--- config.mk ---
export PLATFORM = sky130hd
export DESIGN_NAME = if_fetch
export DESIGN_NICKNAME = d
export VERILOG_FILES = /design/src/rtl/if_fetch.sv
export SDC_FILE = /design/constraint.sdc
export NUM_CORES = 1
export LEC_CHECK = 0
export CAP_MARGIN = 20
export CORE_MARGIN = 4
export CORE_UTILIZATION = 44
export CTS_CLUSTER_DIAMETER = 200
export DETAILED_ROUTE_END_ITERATION = 10
export GPL_ROUTABILITY_DRIVEN = 0
export PLACE_DENSITY_LB_ADDON = 0.08
export SYNTH_ARGS = -nofsm -noshare
export SYNTH_HDL_FRONTEND = slang
export SYNTH_SLANG_ARGS = --single-unit
--- constraint.sdc ---
create_clock -name clk -period 2.3 [get_ports clk]
set_clock_uncertainty 0.15 [all_clocks]
set_input_delay 0.23 -clock clk [delete_from_list [all_inputs] [get_ports clk]]
set_output_delay 0.23 -clock clk [all_outputs]
set_load 0.01 [all_outputs]
--- src/rtl/if_fetch.sv ---
// Instruction-fetch stage: owns the fetch PC, issues one instruction-memory
// request at a time, buffers the returned instruction in a one-entry slot and
// hands it to IF/ID. Redirects (jump) from downstream override everything but
// reset. A redirect that arrives while a response is outstanding marks that
// response for discard.
//
// Handshakes:
//   imem side : a request transfers on a cycle with imem_req=1 and imem_gnt=1.
//               Exactly one response (imem_rvalid=1) follows, no earlier than
//               the next cycle. A response seen outside WAIT is ignored.
//   IF/ID side: the slot transfers on a cycle with valid_if=1 and
//               allow_in_id=1. ready_go_if is high whenever the slot is full.
//               valid_if drops in a jump cycle, so the slot is never delivered
//               together with a redirect.
module if_fetch #(
  parameter int unsigned           BUS_WIDTH  = 32,
  parameter int unsigned           DATA_WIDTH = 32,
  parameter logic [BUS_WIDTH-1:0]  RESET_PC   = '0,
  parameter logic [BUS_WIDTH-1:0]  PC_STEP    = BUS_WIDTH'(4)
) (
  input  logic                  clk,
  input  logic                  rst,
  input  logic                  jump,
  input  logic [BUS_WIDTH-1:0]  jump_addr,
  input  logic                  hold,
  output logic                  imem_req,
  output logic [BUS_WIDTH-1:0]  imem_addr,
  input  logic                  imem_gnt,
  input  logic                  imem_rvalid,
  input  logic [DATA_WIDTH-1:0] imem_rdata,
  output logic [BUS_WIDTH-1:0]  pc_if,
  output logic [DATA_WIDTH-1:0] instruction_if,
  output logic                  valid_if,
  output logic                  ready_go_if,
  input  logic                  allow_in_id,
  output logic [1:0]            state_dbg
);

  localparam logic [1:0] BOOT = 2'd0;
  localparam logic [1:0] REQ  = 2'd1;
  localparam logic [1:0] WAIT = 2'd2;
  localparam logic [1:0] FULL = 2'd3;

  logic [1:0]            state;
  logic [BUS_WIDTH-1:0]  fetch_pc;
  logic [BUS_WIDTH-1:0]  slot_pc;
  logic [DATA_WIDTH-1:0] slot_instr;
  logic                  drop;

  // Outputs depend only on state, jump and hold; gnt and allow_in_id never
  // reach an output combinationally.
  always_comb begin
    imem_req       = (state == REQ) && !hold && !jump;
    imem_addr      = fetch_pc;
    ready_go_if    = (state == FULL);
    valid_if       = (state == FULL) && !jump;
    pc_if          = slot_pc;
    instruction_if = slot_instr;
    state_dbg      = state;
  end

  // Fetch FSM, PC and slot update; reset beats jump beats everything else.
  always_ff @(posedge clk) begin
    if (rst) begin
      state      <= BOOT;
      fetch_pc   <= RESET_PC;
      slot_pc    <= '0;
      slot_instr <= '0;
      drop       <= 1'b0;
    end else begin
      case (state)
        BOOT: begin
          if (jump) fetch_pc <= jump_addr;
          state <= REQ;
        end
        REQ: begin
          if (jump) begin
            fetch_pc <= jump_addr;
          end else if (imem_req && imem_gnt) begin
            slot_pc  <= fetch_pc;
            fetch_pc <= fetch_pc + PC_STEP;
            state    <= WAIT;
          end
        end
        WAIT: begin
          if (imem_rvalid) begin
            if (drop || jump) begin
              // Response belongs to an abandoned path: throw it away.
              drop  <= 1'b0;
              state <= REQ;
              if (jump) fetch_pc <= jump_addr;
            end else begin
              slot_instr <= imem_rdata;
              state      <= FULL;
            end
          end else if (jump) begin
            // Remember to discard the response still in flight; the latest
            // target wins if several jumps arrive before it.
            drop     <= 1'b1;
            fetch_pc <= jump_addr;
          end
        end
        FULL: begin
          if (jump) begin
            fetch_pc <= jump_addr;
            state    <= REQ;
          end else if (allow_in_id) begin
            state <= REQ;
          end
        end
        default: state <= BOOT;
      endcase
    end
  end

endmodule

==> metrics, run 1 <==
DR pass1 iterations 5; relative area change from synthesis to final layout 48.8%; worst min-delay path endpoint imem_addr[13]; core region area 9770 µm²; run status complete, no violations; MaxCap Viol Count 0; most common cell in the netlist sky130_fd_sc_hd__nand2_1; post-synthesis net count 659; most frequently used flop master after synthesis sky130_fd_sc_hd__dfxtp_1; smallest hold slack 137 ps; Final WS setup 121 ps; Yosys top cell area share 0.447; instance area after placement 6380 µm²; Top-Level Pins 172; final count of hold timing violations 0; Num CTS Buffers 9; Compound-Gate Fraction of Synth Area 0.220; total overflow reported by the global router 0; overall fraction of global-route tracks in use 0.230; Hold WC Path Type primary input to flip-flop; Site Rows 36; number of storage elements in the synthesis netlist 99; wire length of the first global-routing pass 21.8 mm; Post-synth EDFFs 0; via density per instance 5.37; CTS Sinks 99; summed instance area of the synthesized netlist 4430 µm²; number of nets with antenna violations after routing 0; count of routing violations after the opening detailed-route iteration 236; CTS tree done; classification of the worst setup path flip-flop to output pin; antenna violations before repair 0; worst ir drop on vdd 350 µV; proportion of synthesized area in mux cells 0.00678; measured slew at the worst slew-check pin 432 ps; fin crit period 2180 ps; DP Worst Slack 88.7 ps; leading cell types by count after synthesis 149 x sky130_fd_sc_hd__nand2_1, 99 x sky130_fd_sc_hd__dfxtp_1, 94 x sky130_fd_sc_hd__a21oi_1; buffer type at the clock tree root sky130_fd_sc_hd__clkbuf_8; proportion of synthesized flip-flops having asynchronous set or reset 0; Critical Path Fanout Max 5; final worst-path cycle share 0.947; post-synthesis simple-gate area fraction 0.259; maximum number of pins on one net before global-route repair 40; Max Fclk 459 MHz; vias after detailed routing 4765; Initial Utilization 0.453; type of element capturing the critical path output pin; Reg2Reg Depth 7; PwrDens 566 nW/µm²; DRC Markers 0; share of post-route cells with drive strength above 1 0.0795; Gate Count Post-Synth 583; final sum of negative setup slack 0 ps; synth top area cells sky130_fd_sc_hd__dfxtp_1 45%, sky130_fd_sc_hd__nand2_1 13%, sky130_fd_sc_hd__a21oi_1 11%; floorplan die height 108 µm; setup repair after global routing missed its margin no; Routed WL 13.6 mm; largest family of logic cells by synthesized area simple AND/OR/NAND/NOR gates; vias in the first global route 4521; Slew Limit Fails 0; Critical-path top delay cell sky130_fd_sc_hd__clkdlybuf4s50_1; NumNets Final 826; buffers added on ports 171; setup fix buffers added after clock tree synthesis 0; die outline area 11700 µm²; remaining max-slew budget at the tightest pin 0.710; Non-Filler Cell Area, Final 6590 µm²; post-CTS clock slew at the launch and capture registers of the worst setup and hold paths 90 ps; static leakage 2.34 nW; startpoint kind of the worst setup timing path flip-flop; Largest delay share family, worst path buffers and inverters; parity-gate share of the synthesized area counting xor and xnor cells 0; stage delay of the slowest cell on the critical path 590 ps; sum of buffers and inverters on the critical path 1; R2R Path Start state_dbg[0]; critical path data arrival time 1800 ps; warning count from the yosys run 0; overall die width 108 µm; sequential-to-total area share from yosys stat 0.447; maximum number of buffers from clock root to sink 2; worst-path cell chain ha_1 -> nor2b_1 -> clkdlybuf4s50_1; post-synthesis cell type count 50; average footprint of a synthesized cell 7.60 µm²; number of buffers inserted by hold repair at cts 0; R2R Path End imem_addr[8]; required arrival time at the worst endpoint 1920 ps; final HPWL from detailed placement 9.95 mm; Setup-failing EPs final 0; Post-Synth Adder-Cell Area 0.0141; register-to-register setup slack 170 ps; Crit. Startpoint state_dbg[1]; CTS H-Tree Depth 3; most area-hungry cell type in the Yosys netlist sky130_fd_sc_hd__dfxtp_1; Routed WL per cell 15.3 µm; Diodes inserted 0; final core area utilization 0.675; count of cells along the worst hold path 2; HP Start rst; clock latency of the later-clocked register in the worst-skew pair 370 ps
-- worst max-delay path by stage --
stage	endpoint	slack, ps	depth (start not counted)
after floorplan	imem_addr[28]	230	10
after global placement	imem_addr[6]	200	7
after detailed placement	imem_addr[8]	90	6
after CTS	imem_req	10	5
after global routing	imem_addr[6]	20	8
final	valid_if	120	3
-- area by class of cell --
| cell class | instances | area, µm² |
|---|---|---|
| clock inverters | 6 | 66.3 |
| clock buffers | 10 | 128 |
| well taps | 133 | 166 |
| repair buffers | 202 | 1970 |
| inverters | 13 | 48.8 |
| fillers | 834 | 3180 |
| multi-input cells | 425 | 2230 |
| flip-flops and latches | 99 | 1980 |
-- layer usage --
| metal | up-vias | track usage | part of all wire |
|---|---|---|---|
| met5 | - | 0 | 0 |
| met4 | 0 | 0.0839 | 0.013 |
| met3 | 11 | 0.0430 | 0.072 |
| met2 | 177 | 0.392 | 0.49 |
| li1 | 2348 | - | - |
| met1 | 2229 | 0.290 | 0.42 |
-- metrics by stage --
stage               cells  total power [mW]
finish                888              3.73
global route          888              3.91
CTS                   888              3.75
detailed placement    872              2.64
global placement      872              2.63
floorplan             583              2.23
-- state kept, by name (all words and copies together), names as in the netlist --
name,count
drop,1
pc_if,32
state_dbg,2
instruction_if,32
imem_addr,32
-- what timing repair did --
action                     4_1_cts  5_1_grt
resized for setup                2        4
pin swaps                        0        0
setup endpoints to repair        1        3
-- cell usage in the layout (no fill, tap or decap), types with 13 or more instances in the layout --
| cell type | n |
|---|---|
| sky130_fd_sc_hd__a21oi_1 | 94 |
| sky130_fd_sc_hd__buf_4 | 30 |
| sky130_fd_sc_hd__clkdlybuf4s50_1 | 169 |
| sky130_fd_sc_hd__dfxtp_1 | 97 |
| sky130_fd_sc_hd__inv_1 | 13 |
| sky130_fd_sc_hd__nand2_1 | 149 |
| sky130_fd_sc_hd__nand4_1 | 14 |
| sky130_fd_sc_hd__nor2_1 | 29 |
| sky130_fd_sc_hd__nor3_1 | 15 |
| sky130_fd_sc_hd__o21ai_0 | 26 |
-- logic make-up (layout without fill, tap and decap cells) --
| logic type | after synthesis | count (layout) |
|---|---|---|
| mux | 3 | 3 |
| fa+ha+maj | 5 | 5 |
| compound gates | 166 | 166 |
| buf+inv | 59 | 231 |
| flops | 99 | 99 |
| simple gates | 251 | 251 |
-- report_power, final --
part	internal, mW	switching, mW	total [mW]
clock	0.503	0.619	1.12
sequential	1.78	0.0823	1.87
combinational	0.397	0.348	0.745
(Power assumes the default switching activity.)
==> run 2: changes to the inputs <==
- SETUP_SLACK_MARGIN: unset -> 0.5
==> run 2 against run 1 <==
Compared with the run above: critical path depth is 2 higher; maximum frequency is 16% higher; setup slack better by 300 ps; routed wire length is 16% higher; global-route usage is 2.1 points higher; clock power is 9% lower; worst hold slack better by 110 ps; die area stayed put; power is 2.4% higher; count of clock-buffer cells in the layout is 1 higher; sequential power hardly changed; critical path type is now flip-flop to flip-flop; largest power group unchanged.
==> metrics, run 2 (same netlist as run 1, synthesis figures left out) <==
run status complete, no violations (unchanged); Top-Level Pins 172 (unchanged); clock latency of the later-clocked register in the worst-skew pair 370 ps (about the same); R2R Path Start imem_addr[21] (was state_dbg[0]); CTS tree done (unchanged); leading cell type in the layout, fill and taps excluded sky130_fd_sc_hd__clkdlybuf4s50_1 (unchanged); final HPWL from detailed placement 10.1 mm (was 9.95 mm); setup repair after global routing missed its margin yes (was no); Initial Utilization 0.453 (unchanged); relative area change from synthesis to final layout 65.0% (was 48.8%); fillers 734 (was 834); smallest hold slack 249 ps (was 137 ps); measured slew at the worst slew-check pin 693 ps (was 432 ps); Setup-failing EPs final 0 (unchanged); highest-count cells in the layout ignoring fill and taps 156 x sky130_fd_sc_hd__clkdlybuf4s50_1, 147 x sky130_fd_sc_hd__nand2_1, 92 x sky130_fd_sc_hd__a21oi_1, 71 x sky130_fd_sc_hd__dfxtp_1, 52 x sky130_fd_sc_hd__buf_4 (was 169 x sky130_fd_sc_hd__clkdlybuf4s50_1, 149 x sky130_fd_sc_hd__nand2_1, 97 x sky130_fd_sc_hd__dfxtp_1, 94 x sky130_fd_sc_hd__a21oi_1, 30 x sky130_fd_sc_hd__buf_4); total chip power 3.82 mW (was 3.73 mW); remaining max-slew budget at the tightest pin 0.538 (was 0.710); NumNets Final 864 (was 826); number of buffers inserted by hold repair at cts 0 (unchanged); Hold WC Path Type primary input to flip-flop (unchanged); maximum number of buffers from clock root to sink 2 (unchanged); Num CTS Buffers 9 (unchanged); Routed WL per cell 17.0 µm (was 15.3 µm); final sum of negative setup slack 0 ps (unchanged); total overflow reported by the global router 0 (unchanged); Diodes inserted 0 (unchanged); PwrDens 523 nW/µm² (was 566 nW/µm²); static leakage 2.78 nW (was 2.34 nW); CTS Sinks 99 (unchanged); CTS H-Tree Depth 3 (unchanged); startpoint kind of the worst setup timing path flip-flop (unchanged); Routed WL 15.8 mm (was 13.6 mm); HP Start imem_rdata[16] (was rst); antenna violations before repair 0 (unchanged); vias in the first global route 4814 (was 4521); share of post-route cells with drive strength above 1 0.198 (was 0.0795); DRC Markers 0 (unchanged); worst ir drop on vdd 325 µV (was 350 µV); critical path data arrival time 2020 ps (was 1800 ps); number of nets with antenna violations after routing 0 (unchanged); Critical Path Fanout Max 4 (was 5); via density per instance 5.55 (was 5.37); Crit. Startpoint imem_addr[21] (was state_dbg[1]); die outline area 11700 µm² (unchanged); MaxCap Viol Count 0 (unchanged); count of routing violations after the opening detailed-route iteration 270 (was 236); wire length of the first global-routing pass 23.6 mm (was 21.8 mm); Max Fclk 532 MHz (was 459 MHz); overall die width 108 µm (unchanged); fin crit period 1880 ps (was 2180 ps); required arrival time at the worst endpoint 2440 ps (was 1920 ps); core region area 9770 µm² (unchanged); Site Rows 36 (unchanged); floorplan die height 108 µm (unchanged); DR pass1 iterations 6 (was 5); final worst-path cycle share 0.818 (was 0.947); maximum number of pins on one net before global-route repair 64 (was 40); final count of hold timing violations 0 (unchanged); buffers added on ports 171 (unchanged); classification of the worst setup path flip-flop to flip-flop (was flip-flop to output pin); overall fraction of global-route tracks in use 0.251 (was 0.230); type of element capturing the critical path flip-flop (was output pin); buffer type at the clock tree root sky130_fd_sc_hd__clkbuf_8 (unchanged); Slew Limit Fails 0 (unchanged); vias after detailed routing 5138 (was 4765); post-CTS clock slew at the launch and capture registers of the worst setup and hold paths 100 ps (was 90 ps)
## run 2: changes by cell type in the layout (fill, tap and decap cells not counted), moves of 7 or more
cell,previous run,this run
sky130_fd_sc_hd__clkdlybuf4s50_1,169,156
sky130_fd_sc_hd__dlymetal6s2s_1,1,10
sky130_fd_sc_hd__buf_6,0,9
sky130_fd_sc_hd__dfxtp_1,97,71
sky130_fd_sc_hd__dfxtp_2,2,11
sky130_fd_sc_hd__o21ai_0,26,19
sky130_fd_sc_hd__buf_4,30,52
sky130_fd_sc_hd__dfxtp_4,0,17
## run 2: final timing paths
check                             to  cells past startpoint  slack [ps]
setup / recovery       imem_addr[27]                      5         420
hold / removal    instruction_if[16]                      3         250
setup reg to reg       imem_addr[27]                      5         420
hold reg to reg             pc_if[2]                      2         310
## run 2: power by group
| group | total (mW) | switching, mW | internal (mW) |
|---|---|---|---|
| registers | 1.89 | 0.0956 | 1.79 |
| logic | 0.913 | 0.421 | 0.491 |
| clock network | 1.02 | 0.623 | 0.401 |
## run 2: area by class of cell
class / instances / area [µm²] / share of cell area
repair buffers: 237 / 2330 / 0.319
clock inverters: 5 / 38.8 / 0.00531
well taps: 133 / 166 / 0.0228
flip-flops and latches: 99 / 2060 / 0.282
inverters: 13 / 51.3 / 0.00702
clock buffers: 11 / 131 / 0.0180
multi-input cells: 428 / 2530 / 0.346
## run 2: through the flow
| stage | instance area (µm²) | worst slack [ps] | util | cells |
|---|---|---|---|---|
| detailed placement | 6400 | 72.9 | 0.655 | 862 |
| finish | 7310 | 419 | 0.748 | 926 |
| CTS | 6970 | 419 | 0.713 | 912 |
| global placement | 6400 | 130 | 0.655 | 862 |
| floorplan | 4570 | 500 | - | 583 |
| global route | 7310 | 298 | 0.748 | 926 |
## run 2: timing repair
item,4_1_cts,5_1_grt
gates cloned,1,3
gates resized for setup,41,59
setup buffers,33,11
pin swaps,11,22
setup endpoints to repair,38,57
## run 2: worst max-delay path, cell delays in order (launching register included)
cell                      delay, ps
sky130_fd_sc_hd__dfxtp_4        400
sky130_fd_sc_hd__inv_1           90
sky130_fd_sc_hd__nor4_4         340
sky130_fd_sc_hd__nand4_1        180
sky130_fd_sc_hd__or4_1          500
sky130_fd_sc_hd__a31oi_1        140
## run 2: routing by layer
| layer | GRT usage | wire [µm] | vias to the layer above |
|---|---|---|---|
| li1 | - | - | 2450 |
| met5 | 0 | 0 | - |
| met1 | 0.316 | 6340 | 2419 |
| met4 | 0.0911 | 318 | 0 |
| met2 | 0.424 | 7810 | 238 |
| met3 | 0.0525 | 1300 | 31 |
==> run 3: changes to the inputs <==
- CORE_UTILIZATION: 44 -> 40
- clock period: 2.3 -> 1.7 ns (I/O delays scaled with it)
==> run 3 against run 2 <==
Compared with the run above: the run now ends with negative setup slack left; die area grew 9.2%; setup slack lost 620 ps; cell count grew 7.6%; power grew 55%; non-clock buffer count grew 65; sequential share of layout area shrank 1.9 points; critical path depth grew 4; count of clock-buffer cells in the layout grew 2; core utilization shrank 0.44 points; global-route usage grew 0.52 points; largest cell class is now buffers.
==> metrics, run 3 (same netlist as run 1, synthesis figures left out) <==
run status complete, but fails checks (was complete, no violations); violated checks negative setup slack; antenna violations before repair 0 (unchanged); type of element capturing the critical path flip-flop (unchanged); buffers added on ports 171 (unchanged); fillers 791 (was 734); post-route insts no fill 996 (was 926); final sum of negative setup slack -3550 ps (was 0 ps); wire length of the first global-routing pass 26.4 mm (was 23.6 mm); classification of the worst setup path flip-flop to flip-flop (unchanged); total overflow reported by the global router 0 (unchanged); count of routing violations after the opening detailed-route iteration 562 (was 270); share of post-route cells with drive strength above 1 0.479 (was 0.198); CTS H-Tree Depth 3 (unchanged); maximum number of pins on one net before global-route repair 37 (was 64); met2 Usage GRT 0.435 (was 0.424); CTS Sinks 99 (unchanged); remaining max-slew budget at the tightest pin 0.684 (was 0.538); critical path data arrival time 2010 ps (was 2020 ps); Diodes inserted 0 (unchanged); final worst-path cycle share 1.12 (was 0.818); clock latency of the later-clocked register in the worst-skew pair 380 ps (was 370 ps); leading cell type in the layout, fill and taps excluded sky130_fd_sc_hd__nand2_1 (was sky130_fd_sc_hd__clkdlybuf4s50_1); die outline area 12800 µm² (was 11700 µm²); Reg2Reg Depth 9 (was 5); relative area change from synthesis to final layout 81.9% (was 65.0%); Routed WL 18.2 mm (was 15.8 mm); Max Fclk 525 MHz (was 532 MHz); post-CTS clock slew at the launch and capture registers of the worst setup and hold paths 100 ps (about the same); Hold WC Path Type primary input to flip-flop (unchanged); Initial Utilization 0.409 (was 0.453); Num CTS Buffers 9 (unchanged); overall die width 113 µm (was 108 µm); count of cells along the worst hold path 2 (was 3); Top-Level Pins 172 (unchanged); fin crit period 1910 ps (was 1880 ps); DP Worst Slack -334 ps (was 72.9 ps); final count of hold timing violations 0 (unchanged); required arrival time at the worst endpoint 1800 ps (was 2440 ps); floorplan die height 113 µm (was 108 µm); core region area 10800 µm² (was 9770 µm²); number of nets with antenna violations after routing 0 (unchanged); highest-count cells in the layout ignoring fill and taps 132 x sky130_fd_sc_hd__nand2_1, 83 x sky130_fd_sc_hd__buf_6, 75 x sky130_fd_sc_hd__buf_4, 70 x sky130_fd_sc_hd__a21oi_1 (was 156 x sky130_fd_sc_hd__clkdlybuf4s50_1, 147 x sky130_fd_sc_hd__nand2_1, 92 x sky130_fd_sc_hd__a21oi_1, 71 x sky130_fd_sc_hd__dfxtp_1, 52 x sky130_fd_sc_hd__buf_4); met3 layer usage reported by global route 0.0668 (was 0.0525); buffer type at the clock tree root sky130_fd_sc_hd__clkbuf_8 (unchanged); smallest hold slack 91.3 ps (was 249 ps); via density per instance 5.55 (about the same); most used routing layer in global routing met2 (unchanged); setup repair after global routing missed its margin yes (unchanged); Critical Path Fanout Max 7 (was 4); DRC Markers 0 (unchanged); Site Rows 38 (was 36); measured slew at the worst slew-check pin 475 ps (was 693 ps); maximum number of buffers from clock root to sink 2 (unchanged); static leakage 3.32 nW (was 2.78 nW); startpoint kind of the worst setup timing path flip-flop (unchanged); Slew Limit Fails 0 (unchanged); MaxCap Viol Count 0 (unchanged); CTS tree done (unchanged); post-placement cell count 933 (was 862); vias in the first global route 5193 (was 4814); vias after detailed routing 5527 (was 5138); Routed WL per cell 18.3 µm (was 17.0 µm); worst ir drop on vdd 497 µV (was 325 µV); overall fraction of global-route tracks in use 0.256 (was 0.251); final HPWL from detailed placement 11.0 mm (was 10.1 mm); PwrDens 734 nW/µm² (was 523 nW/µm²); NumNets Final 927 (was 864); Setup-failing EPs final 61 (was 0); Final WS setup -206 ps (was 419 ps); number of buffers inserted by hold repair at cts 0 (unchanged); met1 layer usage reported by global route 0.309 (was 0.316); DR pass1 iterations 5 (was 6)
-- run 3: cell count changes in the layout (fill, tap and decap cells not counted), moves of 15 or more --
cell                              change
sky130_fd_sc_hd__dfxtp_1             -54
sky130_fd_sc_hd__nand2_2             +15
sky130_fd_sc_hd__clkbuf_2            +15
sky130_fd_sc_hd__nand2_1             -15
sky130_fd_sc_hd__clkdlybuf4s50_1     -87
sky130_fd_sc_hd__buf_4               +23
sky130_fd_sc_hd__a21oi_2             +22
sky130_fd_sc_hd__a21oi_1             -22
sky130_fd_sc_hd__dfxtp_2             +58
sky130_fd_sc_hd__buf_6               +74
sky130_fd_sc_hd__buf_2               +40
-- run 3: final cells by class --
type | instances | area, µm² | share of cell area
sequential | 99 | 2120 | 0.263
inverter | 13 | 53.8 | 0.00668
timing repair buffer | 302 | 2850 | 0.353
tap | 140 | 175 | 0.0217
multi-input combinational | 426 | 2620 | 0.325
clock inverter | 3 | 66.3 | 0.00823
clock buffer | 13 | 180 | 0.0224
-- run 3: where the power goes --
group,internal [mW],total (mW),leakage (nW),switching [mW]
Combinational,0.855,1.57,2.35,0.713
Clock,1.00,1.83,0.125,0.828
Sequential,2.43,2.52,0.845,0.0942
Total,4.28,5.92,3.32,1.64
-- run 3: through the flow --
stage,area [µm²],total power [mW],utilization
finish,8060,5.92,0.743
global placement,6980,3.74,0.643
CTS,7640,5.76,0.705
global route,8060,6.13,0.743
detailed placement,6980,3.77,0.643
floorplan,4630,3.09,-
-- run 3: worst paths after layout --
check | start | to | slack (ps)
setup reg to reg | state_dbg[0] | imem_addr[29] | -210
hold / removal | rst | imem_addr[4] | 90
hold reg to reg | pc_if[28] | pc_if[28] | 310
setup / recovery | state_dbg[0] | imem_addr[29] | -210
-- run 3: metal layers --
metal  routed length (µm)  vias up  part of all wire
met2                 8750      317              0.48
met4                  532        0             0.029
met5                    0        -                 0
met1                 7150     2591              0.39
li1                     -     2570                 -
met3                 1800       49             0.099
-- run 3: what timing repair did --
item,in CTS,in global routing
resized for setup,500,125
pin swaps,13,18
setup endpoints to repair,199,164
setup buffers,21,19
gates cloned,5,2
-- run 3: critical path: stages, from the launching register on --
cell                        delay, ps
sky130_fd_sc_hd__dfxtp_4          410
sky130_fd_sc_hd__inv_4             40
sky130_fd_sc_hd__ha_4             170
sky130_fd_sc_hd__nand4bb_4        130
sky130_fd_sc_hd__buf_6            130
sky130_fd_sc_hd__o221ai_4         160
sky130_fd_sc_hd__buf_6            180
sky130_fd_sc_hd__a22oi_2          120
sky130_fd_sc_hd__o31a_1           210
sky130_fd_sc_hd__o21ai_1           80
